[config.mk]
export PLATFORM = sky130hd
export DESIGN_NAME = health_display_scheduler
export DESIGN_NICKNAME = d
export VERILOG_FILES = /design/src/rtl/health_pkg.sv /design/src/rtl/bcd_word_check.sv /design/src/rtl/health_display_scheduler.sv
export SDC_FILE = /design/constraint.sdc
export NUM_CORES = 1
export LEC_CHECK = 0
export ABC_CLOCK_PERIOD_IN_PS = 7300
export CORE_ASPECT_RATIO = 0.7
export CORE_UTILIZATION = 25
export CTS_CLUSTER_DIAMETER = 60
export DETAILED_ROUTE_END_ITERATION = 16
export GPL_TIMING_DRIVEN = 0
export MAX_ROUTING_LAYER = met4
export SLEW_MARGIN = 25
export SYNTH_ARGS = -nofsm -noshare
export SYNTH_HDL_FRONTEND = slang
export SYNTH_SLANG_ARGS = --single-unit
[constraint.sdc]
create_clock -name clk -period 7.3 [get_ports clk]
set_input_delay 2.19 -clock clk [delete_from_list [all_inputs] [get_ports clk]]
set_output_delay 2.19 -clock clk [all_outputs]
set_load 0.03 [all_outputs]
[src/rtl/health_pkg.sv]
// Shared types for the health display scheduler.
// Contents: display FSM state enum, view selector enum, BCD digit limit, and a
// helper mapping a saved view back to its SHOW state.
package health_pkg;

  typedef enum logic [2:0] {
    SHOW_PULSE,
    SHOW_REACT,
    HOLD,
    REACT_OVR,
    REACT_LINGER
  } disp_state_t;

  typedef enum logic {
    VIEW_PULSE,
    VIEW_REACT
  } view_t;

  localparam logic [3:0] BCD_MAX = 4'd9;

  function automatic disp_state_t view_state(input view_t v);
    return (v == VIEW_REACT) ? SHOW_REACT : SHOW_PULSE;
  endfunction

endpackage

[src/rtl/bcd_word_check.sv]
// Combinational validity check of a 4-digit packed BCD word.
// Ports:
//   word  in  16  packed BCD {d3,d2,d1,d0}
//   valid out 1   1 when every nibble is <= 9
module bcd_word_check
  import health_pkg::*;
(
  input  logic [15:0] word,
  output logic        valid
);

  always_comb begin
    valid = 1'b1;
    for (int i = 0; i < 4; i++) begin
      if (word[4*i +: 4] > BCD_MAX) valid = 1'b0;
    end
  end

endmodule

[src/rtl/health_display_scheduler.sv]
// Arbitrates the shared seven-segment datapath between the pulse monitor and
// the reaction timer: manual toggle, auto-rotation, freeze, and a forced
// reaction view while a test runs (plus a linger period afterwards).
// Ports:
//   clk, rst          1 kHz tick clock; synchronous active-low reset
//   auto_en           level, auto-rotate between views
//   mode_pb, hold_pb  single-cycle pulses: toggle view / toggle freeze
//   react_busy        level, reaction test in progress
//   react_d, pulse_d  BCD words from the measurement blocks
//   pulse_upd         pulse_d carries a new reading
//   d, src            registered display word and source (1 = reaction)
//   holding           1 while frozen
//   bcd_err           sticky flag for a pulse reading with a non-BCD nibble
module health_display_scheduler
  import health_pkg::*;
#(
  parameter int unsigned DWELL_TICKS  = 3000,
  parameter int unsigned LINGER_TICKS = 2000
) (
  input  logic        clk,
  input  logic        rst,
  input  logic        auto_en,
  input  logic        mode_pb,
  input  logic        hold_pb,
  input  logic        react_busy,
  input  logic [15:0] react_d,
  input  logic [15:0] pulse_d,
  input  logic        pulse_upd,
  output logic [15:0] d,
  output logic        src,
  output logic        holding,
  output logic        bcd_err
);

  localparam int unsigned DwellW  = (DWELL_TICKS > 1) ? $clog2(DWELL_TICKS) : 1;
  localparam int unsigned LingerW = (LINGER_TICKS > 1) ? $clog2(LINGER_TICKS) : 1;
  localparam logic [DwellW-1:0]  DwellLast  = DwellW'(DWELL_TICKS - 1);
  localparam logic [LingerW-1:0] LingerLast = LingerW'(LINGER_TICKS - 1);

  disp_state_t        state_q, state_d;
  view_t              saved_q, saved_d;
  logic [DwellW-1:0]  dwell_q, dwell_d;
  logic [LingerW-1:0] linger_q, linger_d;
  logic [15:0]        pulse_lat_q;
  logic [15:0]        d_d;
  logic               src_d, holding_d;
  logic               pulse_ok;
  view_t              cur_view;
  disp_state_t        other_state;

  bcd_word_check u_bcd_word_check (
    .word  (pulse_d),
    .valid (pulse_ok)
  );

  assign cur_view    = (state_q == SHOW_REACT) ? VIEW_REACT : VIEW_PULSE;
  assign other_state = (state_q == SHOW_REACT) ? SHOW_PULSE : SHOW_REACT;

  // Next state; priority react_busy > hold_pb > mode_pb > dwell expiry.
  always_comb begin
    state_d  = state_q;
    saved_d  = saved_q;
    dwell_d  = dwell_q;
    linger_d = linger_q;
    unique case (state_q)
      SHOW_PULSE, SHOW_REACT: begin
        if (react_busy) begin
          state_d = REACT_OVR;
          saved_d = cur_view;
          dwell_d = '0;
        end else if (hold_pb) begin
          state_d = HOLD;
          saved_d = cur_view;
          dwell_d = '0;
        end else if (mode_pb) begin
          state_d = other_state;
          dwell_d = '0;
        end else if (auto_en) begin
          if (dwell_q == DwellLast) begin
            state_d = other_state;
            dwell_d = '0;
          end else begin
            dwell_d = dwell_q + DwellW'(1);
          end
        end else begin
          dwell_d = '0;
        end
      end
      HOLD: begin
        if (react_busy) begin
          state_d = REACT_OVR;
        end else if (hold_pb) begin
          state_d = view_state(saved_q);
          dwell_d = '0;
        end
      end
      REACT_OVR: begin
        if (!react_busy) begin
          state_d  = REACT_LINGER;
          linger_d = '0;
        end
      end
      REACT_LINGER: begin
        if (react_busy) begin
          state_d = REACT_OVR;
        end else if (linger_q == LingerLast) begin
          state_d = view_state(saved_q);
          dwell_d = '0;
        end else begin
          linger_d = linger_q + LingerW'(1);
        end
      end
      default: state_d = SHOW_PULSE;
    endcase
  end

  // Outputs follow the state being entered, so every change shows one cycle later.
  always_comb begin
    d_d       = d;
    src_d     = src;
    holding_d = 1'b0;
    unique case (state_d)
      SHOW_PULSE: begin
        d_d   = pulse_lat_q;
        src_d = 1'b0;
      end
      SHOW_REACT, REACT_OVR, REACT_LINGER: begin
        d_d   = react_d;
        src_d = 1'b1;
      end
      HOLD:    holding_d = 1'b1;  // d and src keep their value from entry
      default: begin
        d_d   = '0;
        src_d = 1'b0;
      end
    endcase
  end

  always_ff @(posedge clk) begin
    if (!rst) begin
      state_q     <= SHOW_PULSE;
      saved_q     <= VIEW_PULSE;
      dwell_q     <= '0;
      linger_q    <= '0;
      pulse_lat_q <= '0;
      d           <= '0;
      src         <= 1'b0;
      holding     <= 1'b0;
      bcd_err     <= 1'b0;
    end else begin
      state_q  <= state_d;
      saved_q  <= saved_d;
      dwell_q  <= dwell_d;
      linger_q <= linger_d;
      d        <= d_d;
      src      <= src_d;
      holding  <= holding_d;
      if (pulse_upd) begin
        if (pulse_ok) pulse_lat_q <= pulse_d;
        else          bcd_err     <= 1'b1;
      end
    end
  end

endmodule

==> metrics <==
outcome finished, final reports clean; synthesized area roughly 3100 µm²; Total Power ~970 µW; synth cell count leaders 62 x dfxtp_1, 26 x o21ai_0, 24 x a21oi_1, 21 x nand2_1, 21 x nor2_1; routed via count 2767; number of global-route vias before repair 2575; Diodes inserted 0; Die X about 140 µm; Post-synth EDFFs 0; antenna violations before repair 0; Post-CTS Setup Inserts 0; Min Clock Period, post-route 4410 ps; row count 33; power density over the cells 232 nW/µm²; post-route ant nets 0; die area between 10000 and 15000 µm²; cell family with most CP delay compound AO/OA/AOI/OAI gates; crit-path cells clkdlybuf4s50_1, or3b_2, a21oi_2, nor2_1, a21oi_2, nor2_1; sequential fraction of the synthesis area 0.398; Global Route Usage Sum 0.136; first-pass GRT wire length 13200 µm; total CTS buffers 9; top cell type's share of synthesized area 0.398; Buf/Inv on CP 1; Vias/cell approximately 4.8; placed instance count 558; sequential cell area between 1000 and 1500 µm²; Hold Slack 465 ps; core area 11900 µm²; RSZ-0062 raised after global routing no; Peak VDD IR roughly 0.00011 V; Clock Skews 9.90 ps; sequential power share 0.375; Finished Layout Cells 573; Max Cap Viol 0; share of flip-flops with an asynchronous set or reset 0; Yosys reg bits 62; starting density of the core 0.262; Critical Path Max Stage Delay 620 ps; WL/cell 14.3 µm; Worst path slowest cell clkdlybuf4s50_1; cell-internal power between 700 and 800 µW; gpl congestion 0.776; sw power about 240 µW; Sink Count 62; max-slew violation count 0; CP Capture Type register; synth warn 0; I/O Buffers 55; critical path peak fanout 10; Clk pwr share 0.475; Worst slew margin 0.538; syn_area_per_cell 9.02 µm²; GRT overflow 0; Worst Hold Class reg2reg; Synth area leader dfxtp_1; Final Net Count ~450; TritonCTS clock tree yes; router iterations before antenna repair 4; largest net degree at the start of global routing 12; Synth Flop Type dfxtp_1; Sw Share 0.249; Mapped Cells 346; CP arrival 4600 ps; Final Cycle Share 0.604; top cells by area, synth dfxtp_1 40%, mux2i_1 6.4%, o21ai_0 4.2%; CTS clk-pin slew, worst paths 50 ps; clk buf depth 2; clk root buf clkbuf_16; share of cells above drive strength 1 0.101; DRC violations left 0; post-route design area 4190 µm²; Multi-input gate area about 1700 µm²; DIE HEIGHT between 90 and 100 µm; H-tree levels 3; Final Setup Violations 0; Gate power share 0.150; hold_buf cts 0; setup TNS 0 ps; count leader, synth dfxtp_1; fmax 0.227 GHz; Fin. Hold Viols 0; Worst-Margin Slew approximately 690 ps; HPWL reported at the end of detailed placement between 6000 and 7000 µm; Routed WL roughly 8000 µm; CP Data Required Time 7490 ps; DP Area a little under 4000 µm²; cts repair resizes 0; Fillers 1217; # IOs a little under 60; Setup CP Type in2reg; clk_lat worst skew 330 ps; area growth from synthesis to layout 34.3%; Syn Nets 387; number of DRC markers in iteration 0 about 140; CP Launch Type input pin; Netlist cell types 51; Leak Pwr 0.00152 µW
## routing by layer
layer / track usage / share of wire / up-vias
li1: - / - / 1398
met1: 0.187 / 0.54 / 1316
met2: 0.195 / 0.42 / 45
met3: 0.0303 / 0.028 / 8
met4: 0.0478 / 0.010 / 0
met5: - / 0 / -
## tightest hold or removal path, cell delays in order (launching register included)
cell and delay (ps):
dfxtp_1 300, nand2_1 50, a21boi_0 60
## layout by cell type (no fill, tap or decap), types with 6 or more instances in the layout
| master | synthesis | final |
|---|---|---|
| xor2_1 | 12 | 12 |
| nand3_1 | 7 | 7 |
| clkbuf_16 | 0 | 9 |
| a21oi_1 | 24 | 24 |
| nor2_1 | 21 | 21 |
| nand4_1 | 6 | 6 |
| o221a_2 | 7 | 7 |
| clkdlybuf4s50_1 | 0 | 55 |
| clkbuf_1 | 16 | 16 |
| o221a_1 | 9 | 9 |
| dfxtp_1 | 62 | 62 |
| mux2i_1 | 20 | 20 |
| o21ai_0 | 26 | 26 |
| buf_2 | 6 | 6 |
| a21boi_0 | 17 | 17 |
| inv_1 | 20 | 20 |
| nand2_1 | 21 | 21 |
## through the flow
step	util	worst slack (ps)
global placement	0.324	2690
detailed placement	0.324	2550
floorplan	-	3350
CTS	0.351	2900
finish	0.351	2890
global route	0.351	2720
## state kept, by name (all words and copies together) (netlist names)
register     cells
d               16
pulse_lat_q     16
dwell_q         12
linger_q        11
state_q          3
bcd_err          1
holding          1
saved_q          1
src              1
## power by group through the flow
stage          logic [µW]  registers [µW]  clock network (µW)
2_1_floorplan        66.4             388                   0
3_3_place_gp          143             370                   0
3_5_place_dp          146             370                   0
4_1_cts               147             364                 466
5_1_grt               158             365                 483
6_report              146             363                 461
## kinds of logic after synthesis
group	share of synthesized area
buffers and inverters	0.0589
adders and majority gates	0.00802
muxes	0.0642
DFF	0.398
AOI/OAI and AO/OA	0.246
xor gates and xnor gates	0.0393
and+or+nand+nor	0.186
## final cells by class
class                   instances  share of cell area
clock buffers                  10              0.0570
plain buffers                  24              0.0260
well taps                     157              0.0469
clock inverters                 5              0.0200
multi-input cells             240               0.405
flip-flops and latches         62               0.296
repair buffers                 55               0.131
inverters                      20              0.0179
## worst paths after layout
| path | startpoint | endpoint | slack, ps | depth (start not counted) |
|---|---|---|---|---|
| setup / recovery | hold_pb | dwell_q[9] | 2890 | 6 |
| hold / removal | src | src | 470 | 2 |
| hold reg to reg | src | src | 470 | 2 |
| setup reg to reg | linger_q[0] | d[12] | 4700 | 7 |
(Power assumes the default switching activity.)
